## config.mk

```make
export PLATFORM = sky130hd
export DESIGN_NAME = sha256_mining_core
export DESIGN_NICKNAME = d
export VERILOG_FILES = /design/src/rtl/sha256_pkg.sv /design/src/rtl/sha256_round.sv /design/src/rtl/sha256_mining_core.sv
export SDC_FILE = /design/constraint.sdc
export NUM_CORES = 2
export LEC_CHECK = 0
export CORE_ASPECT_RATIO = 0.75
export CORE_UTILIZATION = 46
export DETAILED_ROUTE_END_ITERATION = 10
export HOLD_SLACK_MARGIN = 0.12
export PLACE_DENSITY_LB_ADDON = 0.05
export SETUP_SLACK_MARGIN = 0.4
export SLEW_MARGIN = 20
export SYNTH_ARGS = -nofsm -noshare
export SYNTH_HDL_FRONTEND = slang
export SYNTH_HIERARCHICAL = 1
export SYNTH_SLANG_ARGS = --single-unit
```

## constraint.sdc

```tcl
create_clock -name clock -period 23 [get_ports clock]
set_clock_uncertainty 0.1 [all_clocks]
set_input_delay 3.45 -clock clock [delete_from_list [all_inputs] [get_ports clock]]
set_output_delay 3.45 -clock clock [all_outputs]
set_load 0.02 [all_outputs]
```

## src/rtl/sha256_pkg.sv

```systemverilog
// Shared SHA-256 definitions: FSM state codes, working-state struct, round constants,
// the standard initial hash value and the FIPS 180-4 logical functions.
package sha256_pkg;

    typedef enum logic [2:0] {
        ST_IDLE = 3'b000,
        ST_LOAD = 3'b001,
        ST_PAD  = 3'b010,
        ST_HASH = 3'b011,
        ST_DONE = 3'b100
    } state_e;

    // Packed so that a sits in [255:224], matching the H0..H7 digest layout.
    typedef struct packed {
        logic [31:0] a, b, c, d, e, f, g, h;
    } work_t;

    localparam logic [255:0] IV = {
        32'h6a09e667, 32'hbb67ae85, 32'h3c6ef372, 32'ha54ff53a,
        32'h510e527f, 32'h9b05688c, 32'h1f83d9ab, 32'h5be0cd19
    };

    localparam logic [31:0] K [0:63] = '{
        32'h428a2f98, 32'h71374491, 32'hb5c0fbcf, 32'he9b5dba5, 32'h3956c25b, 32'h59f111f1, 32'h923f82a4, 32'hab1c5ed5,
        32'hd807aa98, 32'h12835b01, 32'h243185be, 32'h550c7dc3, 32'h72be5d74, 32'h80deb1fe, 32'h9bdc06a7, 32'hc19bf174,
        32'he49b69c1, 32'hefbe4786, 32'h0fc19dc6, 32'h240ca1cc, 32'h2de92c6f, 32'h4a7484aa, 32'h5cb0a9dc, 32'h76f988da,
        32'h983e5152, 32'ha831c66d, 32'hb00327c8, 32'hbf597fc7, 32'hc6e00bf3, 32'hd5a79147, 32'h06ca6351, 32'h14292967,
        32'h27b70a85, 32'h2e1b2138, 32'h4d2c6dfc, 32'h53380d13, 32'h650a7354, 32'h766a0abb, 32'h81c2c92e, 32'h92722c85,
        32'ha2bfe8a1, 32'ha81a664b, 32'hc24b8b70, 32'hc76c51a3, 32'hd192e819, 32'hd6990624, 32'hf40e3585, 32'h106aa070,
        32'h19a4c116, 32'h1e376c08, 32'h2748774c, 32'h34b0bcb5, 32'h391c0cb3, 32'h4ed8aa4a, 32'h5b9cca4f, 32'h682e6ff3,
        32'h748f82ee, 32'h78a5636f, 32'h84c87814, 32'h8cc70208, 32'h90befffa, 32'ha4506ceb, 32'hbef9a3f7, 32'hc67178f2
    };

    function automatic logic [31:0] rotr(input logic [31:0] x, input int unsigned n);
        return (x >> n) | (x << (32 - n));
    endfunction

    function automatic logic [31:0] ch(input logic [31:0] x, y, z);
        return (x & y) ^ (~x & z);
    endfunction

    function automatic logic [31:0] maj(input logic [31:0] x, y, z);
        return (x & y) ^ (x & z) ^ (y & z);
    endfunction

    function automatic logic [31:0] bsig0(input logic [31:0] x);
        return rotr(x, 2) ^ rotr(x, 13) ^ rotr(x, 22);
    endfunction

    function automatic logic [31:0] bsig1(input logic [31:0] x);
        return rotr(x, 6) ^ rotr(x, 11) ^ rotr(x, 25);
    endfunction

    function automatic logic [31:0] ssig0(input logic [31:0] x);
        return rotr(x, 7) ^ rotr(x, 18) ^ (x >> 3);
    endfunction

    function automatic logic [31:0] ssig1(input logic [31:0] x);
        return rotr(x, 17) ^ rotr(x, 19) ^ (x >> 10);
    endfunction

    function automatic work_t add_work(input work_t x, input work_t y);
        work_t r;
        r.a = x.a + y.a;  r.b = x.b + y.b;  r.c = x.c + y.c;  r.d = x.d + y.d;
        r.e = x.e + y.e;  r.f = x.f + y.f;  r.g = x.g + y.g;  r.h = x.h + y.h;
        return r;
    endfunction

endpackage

```

## src/rtl/sha256_round.sv

```systemverilog
// One combinational SHA-256 compression round: (a..h, W[t], K[t]) -> (a'..h').
module sha256_round
    import sha256_pkg::*;
(
    input  work_t       cur_i,
    input  logic [31:0] w_i,
    input  logic [31:0] k_i,
    output work_t       nxt_o
);

    logic [31:0] t1;
    logic [31:0] t2;

    always_comb begin
        t1 = cur_i.h + bsig1(cur_i.e) + ch(cur_i.e, cur_i.f, cur_i.g) + k_i + w_i;
        t2 = bsig0(cur_i.a) + maj(cur_i.a, cur_i.b, cur_i.c);
        nxt_o.a = t1 + t2;
        nxt_o.b = cur_i.a;
        nxt_o.c = cur_i.b;
        nxt_o.d = cur_i.c;
        nxt_o.e = cur_i.d + t1;
        nxt_o.f = cur_i.e;
        nxt_o.g = cur_i.f;
        nxt_o.h = cur_i.g;
    end

endmodule

```

## src/rtl/sha256_mining_core.sv

```systemverilog
// SHA-256 mining core: word loader, padding-on-read, 65-cycle-per-block compression.
// Optional SHA256_MIDSTATE_EN adds h_init to replace the standard IV.
module sha256_mining_core
    import sha256_pkg::*;
#(
    parameter int MAX_BLOCKS = 4
) (
    input  logic         clock,
    input  logic         reset,
    input  logic         start,
    input  logic         stopw,
    input  logic [6:0]   indirizzo,
    input  logic [31:0]  message,
    input  logic [14:0]  mess_lenght,
`ifdef SHA256_MIDSTATE_EN
    input  logic [255:0] h_init,
`endif
    output logic [2:0]   state,
    output logic         fine,
    output logic [255:0] HASH
);

    localparam int BW    = (MAX_BLOCKS > 1) ? $clog2(MAX_BLOCKS) : 1;
    localparam int AW    = BW + 4;
    localparam int DEPTH = MAX_BLOCKS * 16;

    state_e        state_q;
    logic          fine_q;
    logic [255:0]  hash_q;
    logic [3:0]    wc_q;
    logic [31:0]   buf_q [DEPTH];

    logic [14:0]   len_q;
    logic [BW-1:0] blk_q, last_blk_q, last_blk_d;
    logic [6:0]    t_q;
    work_t         work_q, digest_q, round_d, sum_d, init_st;
    logic [31:0]   win_q [16];

    logic          wr_en, last_blk;
    logic [AW-1:0] wr_addr, rd_addr;
    logic [31:0]   raw_w, pad_w, sched_w, w_d, len32, bit_base, nblk;
    logic [4:0]    off;

`ifdef SHA256_MIDSTATE_EN
    assign init_st = work_t'(h_init);
`else
    assign init_st = work_t'(IV);
`endif

    assign wr_en    = reset && (state_q == ST_LOAD) && !stopw && ({25'b0, indirizzo} < 32'(MAX_BLOCKS));
    assign wr_addr  = AW'({indirizzo, wc_q});
    assign rd_addr  = {blk_q, t_q[3:0]};
    assign raw_w    = buf_q[rd_addr];
    assign last_blk = (blk_q == last_blk_q);
    assign sum_d    = add_work(digest_q, work_q);

    // Bits below L pass through, bit L reads as 1, everything after reads as 0;
    // the last block's words 14/15 carry the 64-bit length instead.
    always_comb begin
        // NOTE: every combinational output gets a default first so no path leaves it unassigned and infers a latch.
        pad_w    = '0;
        len32    = {17'b0, len_q};
        bit_base = 32'({rd_addr, 5'b0});
        off      = 5'(len32 - bit_base);
        if (len32 >= bit_base + 32'd32)
            pad_w = raw_w;
        else if (len32 >= bit_base)
            pad_w = (raw_w & ~(32'hFFFF_FFFF >> off)) | (32'h8000_0000 >> off);
        if (last_blk && t_q[3:0] == 4'd14)
            pad_w = '0;
        else if (last_blk && t_q[3:0] == 4'd15)
            pad_w = len32;
    end

    assign sched_w = ssig1(win_q[14]) + win_q[9] + ssig0(win_q[1]) + win_q[0];
    assign w_d     = (t_q < 7'd16) ? pad_w : sched_w;

    always_comb begin
        nblk = ({16'b0, {1'b0, mess_lenght} + 16'd64} >> 9) + 32'd1;
        if (nblk > 32'(MAX_BLOCKS))
            nblk = 32'(MAX_BLOCKS);
        last_blk_d = BW'(nblk - 32'd1);
    end

    sha256_round u_round (
        .cur_i (work_q),
        .w_i   (w_d),
        .k_i   (K[t_q[5:0]]),
        .nxt_o (round_d)
    );

    always_ff @(posedge clock) begin
        // NOTE: sequential state uses non-blocking assignments so every register samples pre-edge values.
        if (!reset) begin
            state_q <= ST_IDLE;
            fine_q  <= 1'b0;
            hash_q  <= '0;
            wc_q    <= '0;
        end else begin
            case (state_q)
                ST_IDLE: if (start && !stopw) begin
                    state_q <= ST_LOAD;
                    wc_q    <= '0;
                end
                ST_LOAD: begin
                    if (stopw) state_q <= ST_PAD;
                    else       wc_q    <= wc_q + 4'd1;
                end
                ST_PAD:  state_q <= ST_HASH;
                ST_HASH: if (t_q == 7'd64 && last_blk) begin
                    state_q <= ST_DONE;
                    fine_q  <= 1'b1;
                    hash_q  <= sum_d;
                end
                ST_DONE: if (!start) begin
                    state_q <= ST_IDLE;
                    fine_q  <= 1'b0;
                end
                default: state_q <= ST_IDLE;
            endcase
        end
    end

    // NOTE: the message buffer and datapath registers carry no reset; padding masks stale words and PAD reloads the rest.
    always_ff @(posedge clock) begin
        if (wr_en)
            buf_q[wr_addr] <= message;
    end

    always_ff @(posedge clock) begin
        if (state_q == ST_PAD) begin
            len_q      <= mess_lenght;
            last_blk_q <= last_blk_d;
            blk_q      <= '0;
            t_q        <= '0;
            work_q     <= init_st;
            digest_q   <= init_st;
        end else if (state_q == ST_HASH) begin
            if (t_q == 7'd64) begin
                digest_q <= sum_d;
                work_q   <= sum_d;
                t_q      <= '0;
                blk_q    <= blk_q + BW'(1);
            end else begin
                work_q <= round_d;
                t_q    <= t_q + 7'd1;
                for (int i = 0; i < 15; i++)
                    win_q[i] <= win_q[i + 1];
                win_q[15] <= w_d;
            end
        end
    end

    assign state = state_q;
    assign fine  = fine_q;
    assign HASH  = hash_q;

endmodule

```

==> flow_summary.toml <==
[run_status]
outcome = "complete, no violations"

[placement]
gp_congestion = 0.970
pre_cts_ws_ps = 10180
io_buffers = 317
place_hpwl_mm = 359

[setup_path]
cp_slowest_cell = "buf_4"
worst-setup-path-type = "reg2reg"
critical_path_arrival_ps = 13440
critical_path_peak_fanout = 79
slowest_delay_ps = 830
crit_top_cell = "fa_1"
cp_data_required_time_ps = 23580
worst_setup_path_start_kind = "flip-flop"
end_kind = "flip-flop"

[synth]
postSynthAreaPerCell_um2 = 13.5
synth_edf_count = 2577
yosys_warnings = 6
synth_cell_types = 103
syn-instance-count = 11356
synth-seq-area-share_pct = 60.6
ys_async_sr_fraction_pct = 0
synthFlopType = "edfxtp_1"
syn_nets = 12018
syn-cell-area_um2 = 154000
ys_ff_latch = 3362

[die]
rows = 183
start_util_pct = 46.3
ios = 318
core-area_um2 = 332000
dieArea_um2 = 336000
die_h_um = 503
die_w_um = 669

[timing]
slew_headroom_pct = 11.8
finalSetupViolCount = 0
finalCriticalPeriod_ps = 12860
drv_slew = 0
fin_ws_ps = 10140
hold_viol_final = 0
worst_pin_slew_ps = 1310
max_freq_mhz = 77.8
finalCritPeriodShare_pct = 55.9
rsz0062_at_grt = "no"
fin_tns_setup_ps = 0

[clock_tree]
clk_pin_slew_worst_paths_ps = 60
cts_inserted_buffers = 347
cts_tree = "done"
cts_buffer_depth = 4
cts_setup_buffers = 0
insertion_delay_ps = 920
cts.repair.resized = 0
root_buffer = "clkbuf_16"
clock_sinks = 3362
ctsHoldBuffers = 0
htree_num_levels = 5

[run]
drv_cap = 0

[final_layout]
nNetsFinal = 12164
area_growth_syn_to_layout_pct = 11.8
drive_gt1_share_pct = 12.8

[global_route]
use_met2_pct = 43.5
grt_max_degree = 192
gr-total-overflow = 0
grtUsageMet3_pct = 5.63
grt.busiest_layer = "met1"
antenna_found_initial = 42
grt_pass1_wl_mm = 743
use_met1_pct = 50.1
grt_use_total_pct = 31.1
grt_pass1_vias = 94762

[routing]
via_per_inst = 6.21
finalWirelength_mm = 532
dr.pass1.iters = 9
drc = 0
avgRoutedWirePerCell_um = 32.8
num_vias = 100708
ant_nets = 0
drt_iter0_drc = 13177

[hold_path]
hold_path_class = "reg2reg"
==> cell type report <==
cell class              count  area [µm²]
clock inverters           189        1800
clock buffers             428        9150
inverters                 492        1870
well taps                4440        5560
flip-flops and latches   3362       93100
fillers                 28197      160000
diodes                     12        30.0
repair buffers            529        4730
multi-input cells        6770       55600
==> sequential cells by signal, indices dropped and copies added (netlist names) <==
signal	count
HASH	256
blk_q	2
buf_q	2048
digest_q	256
fine	1
last_blk_q	2
len_q	15
state	3
t_q	7
wc_q	4
win_q	512
work_q	256
==> worst max-delay path, delay by kind of cell, from the launching register on <==
kind | cells | cell delay [ps]
muxes | 3 | 1710
and+or+nand+nor | 6 | 1160
buffers and inverters | 7 | 2550
DFF | 1 | 710
AOI/OAI and AO/OA | 12 | 2710
xor gates and xnor gates | 2 | 450
adders and majority gates | 7 | 3000
==> metal layers <==
metal | up-vias | wire length, µm
li1 | 42767 | -
met1 | 52503 | 251000
met2 | 4780 | 219000
met3 | 642 | 49600
met4 | 16 | 11900
met5 | - | 101
==> worst paths after layout <==
| check | startpoint | endpoint | slack [ps] | cells after the start |
|---|---|---|---|---|
| setup / recovery | t_q[0] | work_q[255] | 10140 | 37 |
| hold / removal | win_q[1][28] | win_q[0][252] | 290 | 0 |
| setup reg to reg | t_q[0] | work_q[255] | 10140 | 37 |
| hold reg to reg | win_q[1][28] | win_q[0][252] | 290 | 0 |
==> stage by stage <==
stage	std cells	cell area [µm²]	hold slack, ps	utilization [%]
floorplan	11356	154000	300	-
global placement	15590	161000	300	48.4
detailed placement	15592	161000	305	48.4
CTS	16209	172000	279	51.7
global route	16211	172000	285	51.7
finish	16222	172000	286	51.8
==> cells in the final DEF, fill, tap and decap left out, types with 249 or more instances in the layout <==
cell                n
o21ai_0           505
dfxtp_1           778
edfxtp_1         2577
nor2_1            608
xnor2_1           412
a21oi_1           745
a21o_1            249
inv_1             482
ha_1              409
clkbuf_16         352
clkdlybuf4s50_1   284
nand2_1          1078
mux4_2            593
==> cells by family (layout without fill, tap and decap cells) <==
| logic type | count (synthesis) | in the layout | synth area share (%) |
|---|---|---|---|
| xor+xnor | 596 | 596 | 3.41 |
| simple gates | 2417 | 2417 | 6.77 |
| fa+ha+maj | 606 | 606 | 5.88 |
| flops | 3362 | 3362 | 60.6 |
| other cells | 0 | 12 | 0 |
| buf+inv | 1224 | 1638 | 3.64 |
| compound gates | 2369 | 2369 | 9.77 |
| mux | 782 | 782 | 9.95 |
==> synth_stat cells (19+ instances only) <==
master	number	area [µm²]
o21a_1	71	533
dfxtp_1	785	15700
or3_1	23	144
and3_1	41	257
a22oi_1	38	285
a31oi_1	91	569
a21o_1	249	1870
a221o_1	47	470
nor2_1	676	2540
o22ai_1	52	325
ha_1	409	5120
nor2b_1	38	238
nand3_1	226	1130
xor2_1	183	1600
a211oi_1	96	721
nor3_1	99	495
buf_4	224	1680
a221oi_1	30	263
a21oi_1	745	3730
nand4_1	53	332
buf_1	61	229
inv_1	486	1820
mux4_2	593	13400
mux2_2	32	360
o31ai_1	31	233
o211ai_1	95	713
mux2i_1	157	1570
o21bai_1	48	360
o221ai_1	27	236
nand2b_1	69	432
a211o_1	19	166
nand2_1	1082	4060
edfxtp_1	2577	77400
o21ai_0	508	2540
buf_2	70	350
o32ai_1	21	184
xnor2_1	412	3610
and2_1	30	188
clkbuf_1	368	1380
fa_1	195	3900
Power is not shown: default switching activity piles up to over one toggle a cycle in this logic, so the estimate is an artifact.
